==> config.mk <==
export PLATFORM = sky130hd
export DESIGN_NAME = lane_framer
export DESIGN_NICKNAME = d
export VERILOG_FILES = /design/src/rtl/lane_framer.sv
export SDC_FILE = /design/constraint.sdc
export NUM_CORES = 1
export LEC_CHECK = 0
export BUFFER_PORTS_ARGS = -buffer_cell sky130_fd_sc_hd__buf_2
export CAP_MARGIN = 20
export CORE_UTILIZATION = 30
export CTS_CLUSTER_DIAMETER = 120
export DETAILED_ROUTE_END_ITERATION = 16
export SYNTH_ARGS = -nofsm -noshare
export SYNTH_HDL_FRONTEND = slang
export SYNTH_SLANG_ARGS = --single-unit
==> constraint.sdc <==
create_clock -name clk_data -period 3.1 [get_ports clk_data]
set_clock_uncertainty 0.1 [all_clocks]
set_input_delay 0.775 -clock clk_data [delete_from_list [all_inputs] [get_ports clk_data]]
set_output_delay 0.775 -clock clk_data [all_outputs]
set_load 0.01 [all_outputs]
==> src/rtl/lane_framer.sv <==
// lane_framer: turns data-controller ordered-set tags and payload words into per-byte
// 8b/10b pre-encode symbols with K flags. It tracks frame state, emits LFSR-driven idles
// and inserts clock-compensation (CC) sequences between frames.
// Optional feature macro: LANE_FRAMER_STATS_EN builds the frame/CC counters; without it
// frame_cnt and cc_cnt read as zero.

package lane_framer_pkg;
    typedef enum logic [1:0] {
        OsNone = 2'd0,
        OsScp  = 2'd1,
        OsEcp  = 2'd2,
        OsI    = 2'd3
    } ordered_sets_e;
endpackage

module lane_framer
    import lane_framer_pkg::*;
#(
    parameter int unsigned DATA_W    = 16,
    parameter int unsigned CC_PERIOD = 5000,
    parameter int unsigned CC_LEN    = 6
) (
    input  logic                clk_data,
    input  logic                rst_n,
    input  ordered_sets_e       ordered_sets,
    input  logic [DATA_W-1:0]   data_in,
    output logic [DATA_W-1:0]   tx_data,
    output logic [DATA_W/8-1:0] tx_charisk,
    output logic                in_frame,
    output logic                cc_active,
    output logic                cc_pending,
    output logic                err_protocol,
    output logic [15:0]         frame_cnt,
    output logic [15:0]         cc_cnt
);

    localparam int unsigned NumPairs = DATA_W / 16;
    localparam int unsigned TimerW   = $clog2(CC_PERIOD);
    localparam int unsigned RemW     = $clog2(CC_LEN + 1);

    localparam logic [TimerW-1:0] TimerDue  = TimerW'(CC_PERIOD - 1);
    localparam logic [RemW-1:0]   CcRemInit = RemW'(CC_LEN - 1);

    // StCc means a CC sequence has started and more CC cycles remain to be emitted.
    typedef enum logic [1:0] {
        StIdle,
        StFrame,
        StCc
    } state_e;

    typedef enum logic [2:0] {
        SymIdle,
        SymData,
        SymScp,
        SymEcp,
        SymCc
    } sym_e;

    state_e              state_q, state_d;
    logic [RemW-1:0]     cc_rem_q, cc_rem_d;
    logic [TimerW-1:0]   timer_q, timer_d;
    logic [6:0]          lfsr_q, lfsr_d;
    logic [DATA_W-1:0]   tx_data_q, tx_data_d;
    logic [DATA_W/8-1:0] tx_charisk_q, tx_charisk_d;
    logic                cc_active_q;
    logic                cc_pending_q, cc_pending_d;
    logic                err_q, err_d;
    logic                cc_due;
    logic                cc_start;
    sym_e                sym;

    assign cc_due = (timer_q == TimerDue);

    // Per-cycle symbol selection in priority order, plus frame/CC state transitions.
    always_comb begin
        state_d  = state_q;
        cc_rem_d = cc_rem_q;
        sym      = SymIdle;
        err_d    = 1'b0;
        cc_start = 1'b0;
        if (ordered_sets == OsScp) begin
            // SCP always wins; it restarts an open frame and aborts a running CC.
            sym      = SymScp;
            err_d    = (state_q == StFrame);
            state_d  = StFrame;
            cc_rem_d = '0;
        end else if (state_q == StCc) begin
            // A frame cannot be open here, so any ECP is a protocol error and is dropped.
            sym      = SymCc;
            err_d    = (ordered_sets == OsEcp);
            cc_rem_d = cc_rem_q - RemW'(1);
            if (cc_rem_q == RemW'(1)) begin
                state_d = StIdle;
            end
        end else if (ordered_sets == OsEcp) begin
            if (state_q == StFrame) begin
                sym     = SymEcp;
                state_d = StIdle;
            end else begin
                sym   = SymIdle;
                err_d = 1'b1;
            end
        end else if (cc_due && (state_q != StFrame)) begin
            sym      = SymCc;
            cc_start = 1'b1;
            cc_rem_d = CcRemInit;
            state_d  = (CC_LEN > 1) ? StCc : StIdle;
        end else if ((state_q == StFrame) && (ordered_sets == OsNone)) begin
            sym = SymData;
        end else begin
            sym = SymIdle;
        end
    end

    // Timer, deferred-CC flag and idle LFSR next state.
    always_comb begin
        timer_d = timer_q;
        if (cc_start) begin
            timer_d = '0;
        end else if (!cc_due) begin
            timer_d = timer_q + TimerW'(1);
        end
        // Stays set through the ECP cycle so it is held until the CC actually starts.
        cc_pending_d = cc_due && !cc_start && ((state_q == StFrame) || (state_d == StFrame));
        lfsr_d = lfsr_q;
        if (sym == SymIdle) begin
            lfsr_d = {lfsr_q[5:0], lfsr_q[6] ^ lfsr_q[5]};
        end
    end

    // Symbol byte pair encoding, replicated across every 16-bit half.
    always_comb begin
        tx_data_d    = '0;
        tx_charisk_d = '1;
        for (int unsigned p = 0; p < NumPairs; p++) begin
            unique case (sym)
                SymScp:  tx_data_d[16*p +: 16] = 16'h5CFB;
                SymEcp:  tx_data_d[16*p +: 16] = 16'hFDFE;
                SymCc:   tx_data_d[16*p +: 16] = 16'hF7F7;
                SymData: tx_data_d[16*p +: 16] = data_in[16*p +: 16];
                default: tx_data_d[16*p +: 16] = {(lfsr_q[0] ? 8'h7C : 8'h1C), 8'hBC};
            endcase
        end
        if (sym == SymData) begin
            tx_charisk_d = '0;
        end
    end

    // Control state registers.
    always_ff @(posedge clk_data or negedge rst_n) begin
        if (!rst_n) begin
            state_q      <= StIdle;
            cc_rem_q     <= '0;
            timer_q      <= '0;
            lfsr_q       <= 7'h7F;
            cc_pending_q <= 1'b0;
            err_q        <= 1'b0;
        end else begin
            state_q      <= state_d;
            cc_rem_q     <= cc_rem_d;
            timer_q      <= timer_d;
            lfsr_q       <= lfsr_d;
            cc_pending_q <= cc_pending_d;
            err_q        <= err_d;
        end
    end

    // Registered symbol outputs.
    always_ff @(posedge clk_data or negedge rst_n) begin
        if (!rst_n) begin
            tx_data_q    <= '0;
            tx_charisk_q <= '0;
            cc_active_q  <= 1'b0;
        end else begin
            tx_data_q    <= tx_data_d;
            tx_charisk_q <= tx_charisk_d;
            cc_active_q  <= (sym == SymCc);
        end
    end

`ifdef LANE_FRAMER_STATS_EN
    logic [15:0] frame_cnt_q, cc_cnt_q;

    // Completed-frame and CC-start counters, wrapping at 2^16.
    always_ff @(posedge clk_data or negedge rst_n) begin
        if (!rst_n) begin
            frame_cnt_q <= '0;
            cc_cnt_q    <= '0;
        end else begin
            if (sym == SymEcp) begin
                frame_cnt_q <= frame_cnt_q + 16'd1;
            end
            if (cc_start) begin
                cc_cnt_q <= cc_cnt_q + 16'd1;
            end
        end
    end

    assign frame_cnt = frame_cnt_q;
    assign cc_cnt    = cc_cnt_q;
`else
    assign frame_cnt = 16'h0;
    assign cc_cnt    = 16'h0;
`endif

    assign tx_data      = tx_data_q;
    assign tx_charisk   = tx_charisk_q;
    assign in_frame     = (state_q == StFrame);
    assign cc_active    = cc_active_q;
    assign cc_pending   = cc_pending_q;
    assign err_protocol = err_q;

endmodule

---- Word level (Yosys, flattened, before mapping) ----
Index checks and enable logic that the tools add are counted.
storage, ports and cells
  register bits after elaboration ......... 46
  input bits .............................. 20
  output and inout bits ................... 54
  word-level logic and storage cells ...... 65
operators by class
  add/subtract/negate cells ............... 2
  eq/ne operators ......................... 14
  muxes and demuxes ....................... 29
  bitwise operators ....................... 1
  reduce and logical (&&, ||, !) cells .... 10
operators with widths
  operator                                          count
  one-hot mux 16 bit (4 select lines)               1
  two-way mux 13 bit                                2
  two-way mux 3 bit                                 8
  two-way mux 2 bit                                 8
  adder 13 x 1 -> 13 bit, second input constant     1
  == test 13 bit, second input constant             1
  two-way mux 1 bit                                 9
  two-way mux 7 bit                                 1
  == test 2 x 1 -> 1 bit, second input constant     3
  == test 3 x 1 -> 1 bit, second input constant     2
  == test 3 x 2 -> 1 bit, second input constant     2
  == test 2 bit, second input constant              2
  logical AND 1 bit                                 4
  != test 2 x 1 -> 1 bit, second input constant     2
  == test 3 bit, second input constant              1
  logical NOT 3 bit                                 1
  != test 3 bit, second input constant              1
  nonzero test 3 bit                                1
  subtractor 3 x 1 -> 3 bit, second input constant  1
  logical NOT 2 bit                                 1
  AND reduction 2 bit                               1
  logical NOT 1 bit                                 1
  logical OR 1 bit                                  1
  bitwise XOR 1 bit                                 1

---- Logic depth before layout (Yosys ltp) ----
Gate-level depths: netlist of the first run.
  word-level depth ........................ 9
  gate-level depth with buffers ........... 7
  gate-level depth less buffers ........... 5

---- Worst setup path after synthesis of the first run ----
Ideal clock, no wire load.
  path kind ............................... reg-to-reg
  start ................................... register timer_q[3]
  end ..................................... register lfsr_q[1]
  library setup time ...................... 0.082 ns
  data arrival time ....................... 2.071 ns
  required time ........................... 2.918 ns
  slack ................................... 0.847 ns
  cell stages (with the launch flop) ...... 5
  buffers on the path ..................... 0
  period minus slack after synthesis ...... 2.253 ns
  cells stage by stage .................... dfrtp_1 > or4_4 > nor4_4 > a2bb2oi_4 > mux2_2
between the ends
  word-level cells in the longest chain between the ends .. 7
ends and longest elaborated chain
  what                    line  source
  start, declared         61    logic [TimerW-1:0] timer_q, timer_d;
  start signal, assigned  161   timer_q <= timer_d;
  == test 13 bit          72    assign cc_due = (timer_q == TimerDue);
  logical AND 1 bit       103   end else if (cc_due && (state_q != StFrame)) begin
  two-way mux 3 bit       103
  two-way mux 3 bit       95    end else if (ordered_sets == OsEcp) begin
  two-way mux 3 bit       87    end else if (state_q == StCc) begin
  two-way mux 3 bit       81    if (ordered_sets == OsScp) begin
  logical NOT 3 bit       126   if (sym == SymIdle) begin
  end signal, assigned    162   lfsr_q <= lfsr_d;
  end, declared           62    logic [6:0] lfsr_q, lfsr_d;
No other way between the ends.
A chain may end at the register's enable or synchronous reset.

---- Worst setup path after layout of the first run ----
  start ................................... register state_q[1]
  end ..................................... output port in_frame
between the ends
  word-level cells in the longest chain between the ends .. 1
ends and longest elaborated chain
  what                    line  source
  start, declared         59    state_e state_q, state_d;
  start signal, assigned  152   state_q <= StIdle;
  start signal, assigned  159   state_q <= state_d;
  == test 2 x 1 -> 1 bit  208   assign in_frame = (state_q == StFrame);
  end, declared           29    output logic in_frame,
No other way between the ends.

==> results of run 1 <==
## placed cells by master (no fill, tap or decap), types with 2 or more instances in the layout
master     n
buf_2     41
dfrtp_1   38
conb_1    32
nor2_1    22
nand2b_1  11
nand2_1   11
inv_1     10
o21ai_0    9
nor3_1     8
xnor2_1    8
dfstp_2    7
a21oi_1    6
mux2_2     6
xor2_1     5
clkbuf_8   5
nand3_1    4
nor2b_1    3
nor4_1     3
a211oi_1   3
a221oi_1   3
ha_1       3
a31oi_1    2
o221ai_1   2
and3_1     2
o22ai_1    2
or3_1      2
o22a_1     2
and2_2     2
nand4_1    2
mux2i_1    2
buf_4      2
## registers in the layout, indices dropped and copies added, names as in the netlist
register / cells
cc_rem_q: 3
state_q: 2
cc_pending: 1
err_protocol: 1
timer_q: 13
lfsr_q: 7
tx_data: 16
cc_active: 1
tx_charisk: 1
## how the worst max path moves through the flow
stage                    start          end  slack, ns  cells past startpoint
2_1_floorplan       timer_q[3]    lfsr_q[1]       0.85                      4
3_3_place_gp   ordered_sets[1]  cc_rem_q[1]       0.77                      5
3_5_place_dp   ordered_sets[1]  cc_rem_q[1]       0.65                      5
4_1_cts             state_q[1]     in_frame       0.48                      3
5_1_grt             state_q[1]     in_frame       0.36                      3
6_report            state_q[1]     in_frame       0.50                      3
## power breakdown
part	switching, mW	total, mW	internal [mW]
Combinational	0.255	0.473	0.218
Clock	0.189	0.428	0.239
Sequential	0.122	0.888	0.766
## worst max-delay path, delay by kind of cell, from the launching register on
kind	cells	cell delay [ns]
buffers and inverters	2	0.40
flip-flops	1	0.58
AND/OR/NAND/NOR	1	0.43
## routing by layer
| layer | GRT usage (%) | vias up | routed length (µm) |
|---|---|---|---|
| met4 | 4.03 | 0 | 63 |
| met3 | 3.28 | 7 | 295 |
| met1 | 16.1 | 792 | 2120 |
| met2 | 18.5 | 71 | 2070 |
| met5 | 0 | - | 0 |
| li1 | - | 804 | - |
## metrics by stage
step | power (mW) | cell area (µm²) | hold slack, ns
3_3_place_gp | 1.36 | 2540 | 0.393
4_1_cts | 1.81 | 2640 | 0.401
2_1_floorplan | 1.26 | 2470 | 0.355
5_1_grt | 1.93 | 2660 | 0.243
6_report | 1.79 | 2660 | 0.238
3_5_place_dp | 1.37 | 2540 | 0.386
## final cells by class
class	count	area, µm²
flip-flops and latches	45	1130
clock buffers	6	72.6
well taps	99	124
clock inverters	2	35.0
repair buffers	44	240
multi-input cells	167	1020
inverters	10	37.5
fillers	769	4740
## logic make-up (layout without fill, tap and decap cells)
group	Yosys count	count (layout)	synth area share [%]
AND/OR/NAND/NOR	77	77	17.6
flip-flops	45	45	48.2
XOR/XNOR	13	13	4.84
buffers and inverters	51	62	13.4
adder cells (fa/ha/maj)	3	3	1.59
AO/OA/AOI/OAI	34	34	10.4
other	1	32	0.159
multiplexers	8	8	3.72
==> results.yml, run 1 <==
run_status:
  outcome: "finished, final reports clean"
worst_setup_path:
  crit_fanout: 13
  crit_arrival_ns: 1.72
  setup.worst_path.start_class: "flop"
  timing.rr.start: "timer_q[3]"
  critPathCaptureType: "output pin"
  r2r_end: "cc_rem_q[1]"
  required_ns: 2.22
  cpPeakStageDelay_ns: 0.58
  worstPathCellList: "nand2b_1 -> inv_1 -> buf_2"
  reg2reg_slack_ns: 0.77
  timing.reg2reg.worst_path_depth: 4
  crit_type: "flop to output pin"
  cp_slowest_cell: "dfrtp_1"
drt:
  vias: 1674
  via_per_inst: 4.49
  dr.pass1.iters: 4
  wl_per_cell_um: 12.2
  ant_nets: 0
  drt-total-wl_mm: 4.54
  drc_errors: 0
  drt-initial-drc-count: 108
cells_and_area:
  layout.cells.non_filler: 373
  drive_above_1_share_pct: 26.3
  diodes: 0
  nets: 296
  fin_util_pct: 36.0
  synthToLayoutAreaGrowth_pct: 13.1
timing:
  period_minus_slack_ns: 2.60
  period_share_pct: 83.8
  finalSetupTns_ns: 0
  fmax_mhz: 385
  finalHoldViolCount: 0
  drv_slew: 0
  rsz0062_at_grt: "false"
  worst_pin_slew_ns: 0.677
  slew_headroom_pct: 54.8
  final-setup-viol-count: 0
  setup_slack_ns: 0.501
synth:
  yosys.cell_count.top_type: "dfrtp_1"
  synth_flop_cell: "dfrtp_1"
  synth_cells: 232
  synth_edf_count: 0
  yosysSeqAreaShare_pct: 48.2
  synth_commonest_cells: "dfrtp_1 (38), buf_4 (33), nor2_1 (22)"
  yosysTopAreaCell: "dfrtp_1"
  yosys_warnings: 0
  synth-seq-cells: 45
  avgSynthCellArea_um2: 10.1
  async_reset_ff_share_pct: 100
  yosysUniqueCellTypes: 44
  yosys.area.top_type_share_pct: 40.4
  syn_area_mm2: 0.00235
  synth.area.top_cells: "dfrtp_1 (40%), buf_4 (11%), dfstp_2 (7.8%)"
flow_run:
  drv_cap: 0
floorplanning:
  row_count: 31
  dieArea_mm2: 0.00821
  pin_count: 74
  start_util_pct: 31.8
  core_mm2: 0.00741
  die_h_um: 90.6
  die_x_um: 90.6
cts:
  cts_root_buf: "clkbuf_8"
  htree_num_levels: 2
  hold_buffers: 0
  numCtsBuffers: 5
  post_cts_buffers: 0
  cts_repair_resize_count: 0
  cts_num_sinks: 45
  clk_latency_ns: 0.30
  cts_buffer_depth: 2
  clk_pin_slew_ns: 0.08
  cts_tree: "yes"
placed_design:
  pre_cts_ws_ns: 0.654
  hpwl_mm: 3.20
  dp.cells: 364
  place_congestion: 0.782
  place.port_buffers: 41
global_routing:
  overflow: 0
  first_global_vias: 1610
  grt_max_degree: 46
  grt_use_total_pct: 12.0
  grt_pass1_wl_mm: 7.84
  antenna_found_initial: 0
power_and_ir_drop:
  peakVddDrop_mv: 0.221
  powerDensity_mw_per_mm2: 672
  leakage_nw: 1.18
min_path:
  min_path_type: "input pin to asynchronous set/reset pin"
Note: power is estimated with default switching activity, not from simulation.
==> run 2, diff against run 1 <==
Clock period 3.1 ns to 2.7 ns, I/O delays scaled along.
==> run 2 against run 1 <==
Via count is 0.96% higher; non-clock buffer count is 3 higher; critical path type is now flop to flop; clock power is 4% higher; worst hold slack better by 0.015 ns; sequential share of layout area is 0.060 points lower; combinational power is 16% higher; largest cell class unchanged; die area stayed put; highest routed layer unchanged; power is 13% higher.
==> results.yml, run 2 (synthesized netlist as in run 1, its figures left out) <==
drt:
  wl_per_cell_um: 12.1
  ant_nets: 0
  drc_errors: 0
  drt-total-wl_mm: 4.54
  via_per_inst: 4.49
  dr.pass1.iters: 4
  vias: 1690
  drt-initial-drc-count: 109
worst_setup_path:
  required_ns: 2.78
  cpPeakStageDelay_ns: 0.57
  crit_fanout: 6
  crit_arrival_ns: 2.42
  critPathCaptureType: "flop"
  crit_type: "flop to flop"
  cp_slowest_cell: "or4_4"
  setup.worst_path.start_class: "flop"
  worstPathCellList: "or4_4 -> nor3_1 -> a221oi_1 -> a311o_1"
power_and_ir_drop:
  power_mw: 2.02
  leakage_nw: 1.19
  clkPwrFrac_pct: 22.2
  intPower_mw: 1.36
  power_frac_seq_pct: 50.6
  switching_power_uw: 657
  switching_share_pct: 32.5
  powerDensity_mw_per_mm2: 757
  peakVddDrop_mv: 0.219
  p_comb_share_pct: 27.2
global_routing:
  grt_pass1_wl_mm: 7.72
  grt_use_total_pct: 11.7
  antenna_found_initial: 0
  grt_max_degree: 26
  first_global_vias: 1598
  overflow: 0
floorplanning:
  start_util_pct: 31.8
  pin_count: 74
  die_x_um: 90.6
  row_count: 31
  core_mm2: 0.00741
  die_h_um: 90.6
  dieArea_mm2: 0.00821
cells_and_area:
  drive_above_1_share_pct: 27.4
  layout_commonest_cell: "buf_2"
  fill_cells: 757
  largest_register_ffs: 16
  final_cell_mix: "buf_2 (41), dfrtp_1 (38), conb_1 (32)"
  nets: 299
  diodes: 0
  final-seq-area_mm2: 0.00113
  multiInputGateArea_mm2: 0.00102
  synthToLayoutAreaGrowth_pct: 13.3
cts:
  clk_latency_ns: 0.29
  numCtsBuffers: 5
  clk_pin_slew_ns: 0.08
  cts_buffer_depth: 2
  cts_repair_resize_count: 0
  cts_root_buf: "clkbuf_8"
  cts_num_sinks: 45
  hold_buffers: 0
  post_cts_buffers: 0
  htree_num_levels: 2
  cts_tree: "yes"
timing:
  drv_slew: 0
  rsz0062_at_grt: "false"
  worst_pin_slew_ns: 0.651
  finalHoldViolCount: 0
  period_share_pct: 86.8
  final-setup-viol-count: 0
  slew_headroom_pct: 56.3
  finalSetupTns_ns: 0
  fmax_mhz: 427
  period_minus_slack_ns: 2.34
placed_design:
  place.port_buffers: 41
  place_congestion: 0.771
  hpwl_mm: 3.38
run_status:
  outcome: "finished, final reports clean"
min_path:
  min_path_type: "input pin to asynchronous set/reset pin"
flow_run:
  drv_cap: 0
[run 2: power groups by stage]
| stage | logic [mW] | clock network (mW) | registers, mW |
|---|---|---|---|
| final | 0.550 | 0.447 | 1.02 |
| after global routing | 0.631 | 0.489 | 1.05 |
| after CTS | 0.558 | 0.464 | 1.02 |
| after detailed placement | 0.557 | 0 | 1.03 |
| after global placement | 0.540 | 0 | 1.02 |
| after floorplan | 0.438 | 0 | 1.01 |
[run 2: worst max-delay path: cells and delay by family, from the launching register on]
kind               cells  cell delay [ns]
DFF                    1             0.44
and+or+nand+nor        2             1.14
AOI/OAI and AO/OA      2             0.54
[run 2: path summary, 6_finish.rpt]
| kind | slack (ns) | from | cells past startpoint | end |
|---|---|---|---|---|
| hold / removal | 0.25 | rst_n | 1 | tx_data[2] |
| max in group asynchronous | 1.65 | rst_n | 2 | timer_q[6] |
| min in group clk_data | 0.41 | timer_q[10] | 1 | timer_q[10] |
| setup / recovery | 0.36 | timer_q[3] | 4 | cc_rem_q[1] |
| hold reg to reg | 0.41 | timer_q[10] | 1 | timer_q[10] |
| setup reg to reg | 0.36 | timer_q[3] | 4 | cc_rem_q[1] |
[run 2: stage by stage]
| step | utilization [%] | setup WS [ns] | cell area, µm² | cells | hold WS (ns) |
|---|---|---|---|---|---|
| after global placement | 34.6 | 0.442 | 2570 | 368 | 0.397 |
| after floorplan | - | 0.447 | 2470 | 263 | 0.279 |
| final | 36.0 | 0.357 | 2670 | 376 | 0.253 |
| after detailed placement | 34.6 | 0.332 | 2570 | 368 | 0.395 |
| after global routing | 36.0 | 0.207 | 2670 | 376 | 0.295 |
| after CTS | 36.0 | 0.366 | 2670 | 376 | 0.271 |
[run 2: metal layers]
metal	share of wire [%]	track usage, %	vias to the layer above
met5	0	0	-
met2	46	18.9	81
met4	1.2	3.76	0
met3	9.0	4.21	8
met1	44	14.4	790
li1	-	-	811
[run 2: area by class of cell]
cell class,instances,area share (%)
flip-flops and latches,45,42.5
multi-input cells,167,38.2
well taps,99,4.64
clock buffers,7,3.61
inverters,10,1.41
repair buffers,47,9.38
clock inverters,1,0.188
